`src/rtl/afu_port_rst_seq_if.sv`:
```
// Per-port reset request, TX A observation and reset/status bundle for afu_port_rst_seq.
// The master drives requests and observed handshakes; the slave is the sequencer.
interface afu_port_rst_seq_if #(
    parameter int NUM_PORTS = 1
);
    logic [NUM_PORTS-1:0] port_rst_n_in;
    logic [NUM_PORTS-1:0] tx_tvalid;
    logic [NUM_PORTS-1:0] tx_tready;
    logic [NUM_PORTS-1:0] tx_tlast;
    logic [NUM_PORTS-1:0] timeout_clr;
    logic [NUM_PORTS-1:0] afu_port_rst_n;
    logic [NUM_PORTS-1:0] tx_block;
    logic [NUM_PORTS-1:0] port_rdy;
    logic [NUM_PORTS-1:0] drain_timeout;

    modport master (
        output port_rst_n_in, tx_tvalid, tx_tready, tx_tlast, timeout_clr,
        input  afu_port_rst_n, tx_block, port_rdy, drain_timeout
    );

    modport slave (
        input  port_rst_n_in, tx_tvalid, tx_tready, tx_tlast, timeout_clr,
        output afu_port_rst_n, tx_block, port_rdy, drain_timeout
    );
endinterface

```
`src/rtl/afu_port_rst_seq.sv`:
```
// Per-port AFU reset sequencer: request synchronizer, release hold-off and
// drain of any open TX A packet (bounded by a timeout) before reset is applied.
module afu_port_rst_seq #(
    parameter int NUM_PORTS     = 1,
    parameter int SYNC_STAGES   = 2,
    parameter int HOLD_CYCLES   = 16,
    parameter int DRAIN_TIMEOUT = 1024
) (
    input  logic               clk,
    input  logic               rst_n,
    afu_port_rst_seq_if.slave  bus
);
    localparam int CNT_MAX = (HOLD_CYCLES > DRAIN_TIMEOUT) ? HOLD_CYCLES : DRAIN_TIMEOUT;
    localparam int CW      = $clog2(CNT_MAX + 1);
    localparam logic [CW-1:0] HOLD_LOAD  = CW'(HOLD_CYCLES - 1);
    localparam logic [CW-1:0] DRAIN_LOAD = CW'(DRAIN_TIMEOUT - 1);
    localparam logic [CW-1:0] CNT_ONE    = CW'(1);

    typedef enum logic [1:0] {
        ST_RESET,
        ST_HOLD,
        ST_RUN,
        ST_DRAIN
    } state_t;

    logic [SYNC_STAGES-1:0] sync_q  [NUM_PORTS];
    state_t                 state_q [NUM_PORTS];
    logic [CW-1:0]          cnt_q   [NUM_PORTS];

    logic [NUM_PORTS-1:0] req_n;
    logic [NUM_PORTS-1:0] beat;
    logic [NUM_PORTS-1:0] in_pkt_q;
    logic [NUM_PORTS-1:0] afu_rst_n_q;
    logic [NUM_PORTS-1:0] tx_block_q;
    logic [NUM_PORTS-1:0] port_rdy_q;
    logic [NUM_PORTS-1:0] timeout_q;

    assign beat = bus.tx_tvalid & bus.tx_tready;

    always_comb begin
        req_n = '0;
        for (int unsigned i = 0; i < NUM_PORTS; i++) begin
            req_n[i] = sync_q[i][SYNC_STAGES-1];
        end
    end

    always_ff @(posedge clk or negedge rst_n) begin
        if (!rst_n) begin
            for (int unsigned i = 0; i < NUM_PORTS; i++) begin
                sync_q[i]  <= '0;
                state_q[i] <= ST_RESET;
                cnt_q[i]   <= '0;
            end
            in_pkt_q    <= '0;
            afu_rst_n_q <= '0;
            tx_block_q  <= '1;
            port_rdy_q  <= '0;
            timeout_q   <= '0;
        end else begin
            for (int unsigned i = 0; i < NUM_PORTS; i++) begin
                sync_q[i] <= {sync_q[i][SYNC_STAGES-2:0], bus.port_rst_n_in[i]};

                if (state_q[i] == ST_RESET || state_q[i] == ST_HOLD) begin
                    in_pkt_q[i] <= 1'b0;
                end else if (beat[i]) begin
                    in_pkt_q[i] <= ~bus.tx_tlast[i];
                end

                // Clear first so a timeout set below in the same cycle takes priority.
                if (bus.timeout_clr[i]) begin
                    timeout_q[i] <= 1'b0;
                end

                case (state_q[i])
                    ST_RESET: begin
                        if (req_n[i]) begin
                            state_q[i] <= ST_HOLD;
                            cnt_q[i]   <= HOLD_LOAD;
                        end
                    end
                    ST_HOLD: begin
                        if (!req_n[i]) begin
                            state_q[i] <= ST_RESET;
                        end else if (cnt_q[i] == '0) begin
                            state_q[i]     <= ST_RUN;
                            afu_rst_n_q[i] <= 1'b1;
                            tx_block_q[i]  <= 1'b0;
                            port_rdy_q[i]  <= 1'b1;
                        end else begin
                            cnt_q[i] <= cnt_q[i] - CNT_ONE;
                        end
                    end
                    ST_RUN: begin
                        if (!req_n[i]) begin
                            state_q[i]    <= ST_DRAIN;
                            cnt_q[i]      <= DRAIN_LOAD;
                            tx_block_q[i] <= 1'b1;
                            port_rdy_q[i] <= 1'b0;
                        end
                    end
                    ST_DRAIN: begin
                        // Request changes are ignored here: once draining, reset is committed.
                        if (!in_pkt_q[i] || cnt_q[i] == '0) begin
                            state_q[i]     <= ST_RESET;
                            afu_rst_n_q[i] <= 1'b0;
                            if (in_pkt_q[i]) begin
                                timeout_q[i] <= 1'b1;
                            end
                        end else begin
                            cnt_q[i] <= cnt_q[i] - CNT_ONE;
                        end
                    end
                    default: begin
                        state_q[i]     <= ST_RESET;
                        afu_rst_n_q[i] <= 1'b0;
                        tx_block_q[i]  <= 1'b1;
                        port_rdy_q[i]  <= 1'b0;
                    end
                endcase
            end
        end
    end

    assign bus.afu_port_rst_n = afu_rst_n_q;
    assign bus.tx_block       = tx_block_q;
    assign bus.port_rdy       = port_rdy_q;
    assign bus.drain_timeout  = timeout_q;
endmodule

```
`src/flat_wrapper.sv`:
```
// flat-port wrapper written by rule: the top's interface ports become plain ports
module afu_port_rst_seq_flat 
#(
    parameter int NUM_PORTS     = 1,
    parameter int SYNC_STAGES   = 2,
    parameter int HOLD_CYCLES   = 16,
    parameter int DRAIN_TIMEOUT = 1024
)
  (clk, rst_n, bus_port_rst_n_in, bus_tx_tvalid, bus_tx_tready, bus_tx_tlast, bus_timeout_clr, bus_afu_port_rst_n, bus_tx_block, bus_port_rdy, bus_drain_timeout);
  afu_port_rst_seq_if #(.NUM_PORTS(NUM_PORTS)) bus_i ();
  input  logic clk;
  input  logic rst_n;
  input wire logic [$bits(bus_i.port_rst_n_in)-1:0] bus_port_rst_n_in;
  input wire logic [$bits(bus_i.tx_tvalid)-1:0] bus_tx_tvalid;
  input wire logic [$bits(bus_i.tx_tready)-1:0] bus_tx_tready;
  input wire logic [$bits(bus_i.tx_tlast)-1:0] bus_tx_tlast;
  input wire logic [$bits(bus_i.timeout_clr)-1:0] bus_timeout_clr;
  output wire logic [$bits(bus_i.afu_port_rst_n)-1:0] bus_afu_port_rst_n;
  output wire logic [$bits(bus_i.tx_block)-1:0] bus_tx_block;
  output wire logic [$bits(bus_i.port_rdy)-1:0] bus_port_rdy;
  output wire logic [$bits(bus_i.drain_timeout)-1:0] bus_drain_timeout;
  assign bus_i.port_rst_n_in = bus_port_rst_n_in;
  assign bus_i.tx_tvalid = bus_tx_tvalid;
  assign bus_i.tx_tready = bus_tx_tready;
  assign bus_i.tx_tlast = bus_tx_tlast;
  assign bus_i.timeout_clr = bus_timeout_clr;
  assign bus_afu_port_rst_n = bus_i.afu_port_rst_n;
  assign bus_tx_block = bus_i.tx_block;
  assign bus_port_rdy = bus_i.port_rdy;
  assign bus_drain_timeout = bus_i.drain_timeout;
  afu_port_rst_seq #(.NUM_PORTS(NUM_PORTS), .SYNC_STAGES(SYNC_STAGES), .HOLD_CYCLES(HOLD_CYCLES), .DRAIN_TIMEOUT(DRAIN_TIMEOUT)) u_core (.clk(clk), .rst_n(rst_n), .bus(bus_i));
endmodule
```
`config.mk`:
```
export PLATFORM = sky130hd
export DESIGN_NAME = afu_port_rst_seq_flat
export DESIGN_NICKNAME = d
export VERILOG_FILES = /design/src/rtl/afu_port_rst_seq_if.sv /design/src/rtl/afu_port_rst_seq.sv /design/src/flat_wrapper.sv
export SDC_FILE = /design/constraint.sdc
export NUM_CORES = 1
export LEC_CHECK = 0
export CAP_MARGIN = 20
export CELL_PAD_IN_SITES_DETAIL_PLACEMENT = 0
export CELL_PAD_IN_SITES_GLOBAL_PLACEMENT = 2
export CORE_UTILIZATION = 34
export CTS_CLUSTER_DIAMETER = 30
export DETAILED_ROUTE_END_ITERATION = 8
export PLACE_DENSITY_LB_ADDON = 0.1
export SLEW_MARGIN = 15
export SYNTH_ARGS = -nofsm -noshare
export SYNTH_HDL_FRONTEND = slang
export SYNTH_SLANG_ARGS = --single-unit
export TNS_END_PERCENT = 5
```
`constraint.sdc`:
```
create_clock -name clk -period 2.7 [get_ports clk]
set_clock_uncertainty 0.2 [all_clocks]
set_input_delay 0.27 -clock clk [delete_from_list [all_inputs] [get_ports clk]]
set_output_delay 0.27 -clock clk [all_outputs]
set_load 0.05 [all_outputs]
```
# [Word level (Yosys, flattened, before mapping)]
# Cells that the tools add are included.
[word_totals] reg_bits=20 input_bits=7
[op_classes] n_eq_ne=11 addsub=1 mux=28 bitwise=2 n_reduce_logical=12
[op_table] cell="$mux 11" count=5
[op_table] cell="$pmux 11 s4" count=1
[op_table] cell="$mux 1" count=13
[op_table] cell="$reduce_and 4->1" count=3
[op_table] cell="$logic_not 11->1" count=1
[op_table] cell="$sub 11x1->11 const B" count=1
[op_table] cell="$mux 2" count=5
[op_table] cell="$ne 2x2->1 const B" count=4
[op_table] cell="$pmux 2 s4" count=1
[op_table] cell="$ne 2x1->1 const B" count=3
[op_table] cell="$pmux 1 s2" count=3
[op_table] cell="$reduce_bool 2->1" count=3
[op_table] cell="$reduce_and 5->1" count=1
[op_table] cell="$eq 2x2->1 const B" count=2
[op_table] cell="$ne 3x3->1 const B" count=1
[op_table] cell="$eq 2x1->1 const B" count=1
[op_table] cell="$logic_not 2->1" count=1
[op_table] cell="$logic_or 1x1->1" count=2
[op_table] cell="$and 1x1->1" count=1
[op_table] cell="$logic_not 1->1" count=1
[op_table] cell="$not 1->1" count=1

# [Depth between registers and ports, before layout]
# Gate-level depths: netlist of the first run.
[depth] depth_word=4 mapped_depth=7 mapped_depth_nobuf=6

# [Worst setup path after synthesis of the first run]
# No wires, ideal clock.
[synth_path] kind="register -> register" start="register u_core.cnt_q[0] (netlist bit)" end="register u_core.cnt_q[10] (netlist bit)" stages_incl_launch_ff=7 period_less_slack_ps=2301 t_required_ps=2376 setup_slack_ps=399 setup_ps=124 arrival_ps=1978 path_cell_list="dfrtp_1 inv_1 ha_1 or3b_2 or4_1 and3_1 a211o_1"
[synth_between] elab_chain_len=4 word_cells_on_any_way=10 cone_classes="1 x add/sub; 2 x eq/ne; 4 x mux; 3 x reduce/logical"
[synth_rtl] item="start, declared" line="afu_port_rst_seq.sv:28" text="logic [CW-1:0] cnt_q [NUM_PORTS];"
[synth_rtl] item="start signal, assigned by index" line="afu_port_rst_seq.sv:90" text="cnt_q[i] <= cnt_q[i] - CNT_ONE;"
[synth_rtl] item="start signal, assigned by index" line="afu_port_rst_seq.sv:110" text="cnt_q[i] <= cnt_q[i] - CNT_ONE;"
[synth_rtl] item="$sub 11x1->11 or $logic_not 11->1 (tied branches)"
[synth_rtl] item="$mux 11 or $logic_or 1x1->1 (tied branches)" line="afu_port_rst_seq.sv:84, afu_port_rst_seq.sv:103"
[synth_rtl] item="$mux 11 or $ne 2x2->1 (tied branches)"
[synth_rtl] item="$pmux 11 s4 or $reduce_and 5->1 (tied branches)"
# Parallel ways exist; a longest one is shown, timed or not. The select of a mux whose other input is x is not followed.
# A chain may end at the register's enable or synchronous reset.

# [Final worst setup path of the first run]
# Same ends and word-level chain as after synthesis.

==> impl_metrics.csv, run 1 <==
group,metric,value,unit
worst_setup_path,critPathKind,"flip-flop to flip-flop",
global_routing,grt_pass1_vias,927,
power,p_per_area,629,mW/mm^2
synth,synth_cell_types,32,
cts,insertion_delay,0.31,ns
sta,timing.final.ws_setup,0.246,ns
worst_setup_path,end_kind,"flip-flop",
sta,setup_violations,0,
power,p_total,0.822,mW
sta,relSlewSlack,66.7,%
run,drv_cap,0,
cts,postCtsSetupBuffers,0,
routing,vias,959,
sta,fin_setup_tns,0,ns
cts,h-tree-depth,1,
worst_setup_path,path_buf_inv,1,
synth,synth_warnings,0,
finish,fillers,309,
place,dp.cells,171,
place,place_area,0.00125,sq mm
synth,async_flop_share,100,%
place,numPortBuffers,10,
finish,mostFrequentLayoutCells,"dfrtp_1, nand3_1, clkdlybuf4s50_1, o21ai_0, a31oi_1",
finish,areaGrowthSynthToFinish,21.0,%
routing,drt_iter0_drc,40,
routing,drc,0,
floorplan,core,0.00303,sq mm
sta,whs,0.0818,ns
power,ir_drop,255,uV
cts,clk_path_buf_depth,2,
finish,stdcell_count,175,
worst_setup_path,required,2.70,ns
synth,synth.avg_cell_area,9.23,sq um
sta,rsz0062_at_grt,"no",
floorplan,start_util,35.7,%
worst_setup_path,slowest_stage,"or3b_2",
place,place_ws,0.270,ns
routing,viasPerCell,5.48,
power,p_leak,0.555,nW
floorplan,die-area,0.00341,sq mm
finish,layout.nets,141,
finish,final_common_cell,"dfrtp_1",
sta,finalHoldViolCount,0,
finish,multi_input_area,541,sq um
worst_setup_path,cp_cell_sequence,"inv_1 > ha_1 > or3b_2 > or4_1 > and3_1 > a211o_1",
floorplan,rows,20,
global_routing,grt_pass1_wl,4.42,mm
worst_setup_path,crit_path_max_fanout,5,
synth,syn_area,0.00108,sq mm
sta,fmax,407,MHz
worst_setup_path,cp-start-kind,"flip-flop",
finish,ff_latch_area,502,sq um
outcome,outcome,"completed",
worst_setup_path,crit_family,"simple AND/OR/NAND/NOR gates",
finish,drive_above_1_share,13.0,%
finish,design_area,0.00131,sq mm
synth,ys_seq_area_share,46.5,%
worst_setup_path,cp.arrival,2.46,ns
synth,synth_edf_count,0,
routing,wl_per_cell,14.7,um
global_routing,grt_antenna_before_repair,0,
cts,cts-buffers-inserted,3,
place,place.gp.congestion,0.778,
routing,ant_nets,0,
floorplan,die_x,58.4,um
global_routing,gr-usage-all-layers,17.1,%
cts,cts_hold_buf,0,
global_routing,grt_max_degree,25,
routing,first_pass_iters,4,
finish,n_antenna_cell,0,
cts,numClockSinks,20,
min_path,hold_path_class,"input port to async pin",
floorplan,pin_count,11,
cts,ctsResizeCount,0,
synth,netlist_instances,117,
place,dp_hpwl,1.71,mm
worst_setup_path,slowest_delay,0.52,ns
synth,synthFlopType,"dfrtp_1",
cts,clockRootBuffer,"clkbuf_4",
cts,clk_pin_slew,0.13,ns
cts,cts_tree,"built",
sta,drv_slew,0,
sta,period_share,90.9,%
routing,wirelength,2.57,mm
floorplan,die_h,58.4,um
finish,final_core_util,43.1,%
synth,synth_nets,126,
sta,worst_pin_slew,0.497,ns
global_routing,grt_overflow,0,
synth,ys_ff_latch,20,
sta,min_period,2.45,ns
-- state kept, by name, indices dropped and copies added (netlist names), named ones only --
name and flops:
u_core.cnt_q 11, u_core.sync_q 2, u_core.bus.afu_port_rst_n 1, u_core.bus.drain_timeout 1, u_core.bus.port_rdy 1, u_core.bus.tx_block 1
u_core.in_pkt_q 1, u_core.state_q 1
-- power breakdown --
| part | internal (mW) | switching [mW] |
|---|---|---|
| logic | 0.0852 | 0.0860 |
| registers | 0.341 | 0.0548 |
| clock network | 0.150 | 0.105 |
-- logic make-up (layout without fill, tap and decap cells) --
kind of cell / count (synthesis) / count (layout) / synth area share, %
compound gates: 32 / 32 / 18.2
flops: 20 / 20 / 46.5
fa+ha+maj: 2 / 2 / 2.32
simple gates: 53 / 53 / 29.5
buf+inv: 10 / 24 / 3.48
-- final timing paths --
kind                            slack [ns]  cells past startpoint             endpoint        startpoint
max in group asynchronous             1.95                      2  u_core.bus.tx_block             rst_n
min in group clk                      0.17                      0     u_core.sync_q[1]  u_core.sync_q[0]
worst max-delay path                  0.25                      6     u_core.cnt_q[10]   u_core.cnt_q[0]
worst max register to register        0.25                      6     u_core.cnt_q[10]   u_core.cnt_q[0]
worst min register to register        0.17                      0     u_core.sync_q[1]  u_core.sync_q[0]
worst min-delay path                  0.08                      2  u_core.bus.port_rdy             rst_n
-- area by class of cell --
class	count	area share [%]
Tap cell	44	4.21
Multi-Input combinational cell	87	41.4
Clock inverter	1	2.30
Inverter	5	1.44
Sequential cell	20	38.4
Clock buffer	3	1.72
Timing Repair Buffer	15	10.5
-- layer usage --
| metal | GRT usage, % | vias up | part of all wire (%) |
|---|---|---|---|
| met5 | 0 | - | 0 |
| li1 | - | 476 | - |
| met3 | 1.98 | 2 | 3.3 |
| met2 | 25.1 | 15 | 42 |
| met4 | 7.14 | 0 | 0.78 |
| met1 | 25.7 | 466 | 53 |
-- cells in the mapped netlist (all sizes together), types with 4 or more instances --
library cell / n / area, sq um
or4: 5 / 37.5
a31oi: 8 / 50.1
nand2b: 4 / 25.0
nand3: 13 / 65.1
clkbuf: 5 / 18.8
inv: 5 / 18.8
nor2: 5 / 18.8
a21oi: 7 / 35.0
o21ai: 8 / 40.0
dfrtp: 19 / 475
No activity file was read; power rests on OpenSTA's default activity.
==> run 2, diff against run 1 <==
CORE_UTILIZATION = 40   (was 34)
CTS_BUF_LIST = sky130_fd_sc_hd__clkbuf_2 sky130_fd_sc_hd__clkbuf_4 sky130_fd_sc_hd__clkbuf_8   (was default)
DONT_BUFFER_PORTS = 1   (was default)
==> impl_metrics.csv, run 2 (same netlist as run 1, synthesis figures left out) <==
group,metric,value,unit
routing,wirelength,2.51,mm
worst_setup_path,critPathCapture,"u_core.cnt_q[10]",
place,dp_hpwl,1.66,mm
power,ir_drop,351,uV
place,dp.cells,146,
worst_setup_path,slowest_delay,0.51,ns
finish,mostFrequentLayoutCells,"dfrtp_1, nand3_1, o21ai_0, a31oi_1, a21oi_1",
worst_setup_path,path_buf_inv,1,
global_routing,gr-usage-all-layers,21.1,%
worst_setup_path,critPathKind,"flip-flop to flip-flop",
finish,regMostFlops,"u_core.cnt_q",
sta,setup_violations,0,
global_routing,grt_pass1_wl,4.23,mm
sta,rsz0062_at_grt,"no",
cts,cts-buffers-inserted,3,
worst_setup_path,crit_path_max_fanout,5,
cts,postCtsSetupBuffers,0,
cts,clockRootBuffer,"clkbuf_4",
power,p_total,0.811,mW
sta,whs,0.143,ns
finish,largest_register_ffs,11,
place,place.gp.congestion,0.793,
routing,viasPerCell,6.07,
global_routing,grt_antenna_before_repair,0,
global_routing,grt_use_met3,2.54,%
power,p_leak,0.541,nW
place,numPortBuffers,0,
cts,clk_path_buf_depth,2,
global_routing,grt_pass1_vias,858,
finish,final_common_cell,"dfrtp_1",
worst_setup_path,required,2.71,ns
floorplan,pin_count,11,
routing,wl_per_cell,16.1,um
routing,vias,947,
finish,areaGrowthSynthToFinish,15.1,%
sta,finalHoldViolCount,0,
sta,fin_setup_tns,0,ns
worst_setup_path,path_depth,6,
finish,ff_latch_area,502,sq um
worst_setup_path,cp_cell_sequence,"inv_1 > ha_1 > or3b_2 > or4_1 > and3_1 > a211o_1",
cts,ctsResizeCount,0,
worst_setup_path,end_kind,"flip-flop",
global_routing,grt.busiest_layer,"met1",
routing,first_pass_iters,4,
outcome,outcome,"completed",
worst_setup_path,regToRegSetupSlack,0.27,ns
finish,n_antenna_cell,0,
global_routing,met2_usage,28.6,%
run,drv_cap,0,
min_path,hold_path_class,"input port to async pin",
worst_setup_path,rr_startpoint,"u_core.cnt_q[0]",
routing,drt_iter0_drc,7,
finish,multi_input_area,541,sq um
sta,relSlewSlack,64.3,%
worst_setup_path,r2r-end,"u_core.cnt_q[10]",
cts,h-tree-depth,1,
floorplan,rows,18,
sta,fmax,411,MHz
cts,clk_pin_slew,0.12,ns
worst_setup_path,r2r.worst_path.cells,6,
finish,drive_above_1_share,13.5,%
power,p_per_area,653,mW/mm^2
worst_setup_path,cp-startpoint,"u_core.cnt_q[0]",
sta,period_share,90.2,%
floorplan,start_util,42.8,%
global_routing,grt_max_degree,21,
routing,ant_nets,0,
finish,largest_registers,"u_core.cnt_q x11, u_core.sync_q x2",
finish,stdcell_count,156,
floorplan,core,0.00252,sq mm
cts,insertion_delay,0.30,ns
sta,min_period,2.43,ns
floorplan,die-area,0.00291,sq mm
global_routing,gr-usage-met1,32.5,%
floorplan,die_h,54.0,um
routing,drc,0,
finish,fillers,252,
global_routing,grt_overflow,0,
worst_setup_path,crit_family,"simple AND/OR/NAND/NOR gates",
sta,drv_slew,0,
cts,cts_tree,"built",
worst_setup_path,cp-start-kind,"flip-flop",
worst_setup_path,cp.arrival,2.44,ns
finish,layout.nets,136,
floorplan,die_x,54.0,um
worst_setup_path,slowest_stage,"or3b_2",
finish,final_core_util,49.3,%
sta,worst_pin_slew,0.533,ns
cts,numClockSinks,20,
[run 2: cell count changes in the layout (fill, tap and decap cells not counted)]
cell / previous run / this run
clkdlybuf4s50_1: 10 / 0
dlygate4sd3_1: 0 / 5
buf_4: 5 / 4
buf_6: 0 / 1
[run 2: routing by layer]
| metal | routed length, um | up-vias |
|---|---|---|
| met5 | 0 | - |
| met4 | 20 | 0 |
| met2 | 1130 | 12 |
| met3 | 52 | 2 |
| li1 | - | 465 |
| met1 | 1310 | 468 |
[run 2: where the power goes]
part	internal [mW]	leakage (nW)	switching [mW]
registers	0.341	0.246	0.0678
clock network	0.150	0.0279	0.0986
logic	0.0785	0.267	0.0756
[run 2: final cells by class]
cell class              count  area share, %
clock buffers               3           1.81
inverters                   5           1.51
repair buffers             10           7.35
multi-input cells          87           43.5
flip-flops and latches     20           40.4
well taps                  30           3.02
clock inverters             1           2.42
[run 2: timing repair]
action	CTS	global route
hold buffers	5	0
endpoints found under the setup margin	0	0
endpoints found under the hold margin	23	0
[run 2: per-stage QoR]
| stage | setup slack (ns) | area (sq um) |
|---|---|---|
| floorplan | 0.399 | 1080 |
| global route | 0.165 | 1240 |
| detailed placement | 0.280 | 1130 |
| finish | 0.265 | 1240 |
| CTS | 0.275 | 1230 |
| global placement | 0.341 | 1130 |
[run 2: how the worst min path moves through the flow]
stage / start / end / slack (ns) / depth (start not counted)
2_1_floorplan: rst_n / async pin / -0.23 / 0
3_3_place_gp: rst_n / u_core.cnt_q[5] / -0.23 / 0
3_5_place_dp: rst_n / u_core.cnt_q[5] / -0.23 / 0
4_1_cts: u_core.sync_q[0] / u_core.sync_q[1] / 0.17 / 0
5_1_grt: rst_n / u_core.cnt_q[10] / 0.16 / 1
6_report: rst_n / u_core.cnt_q[10] / 0.14 / 1
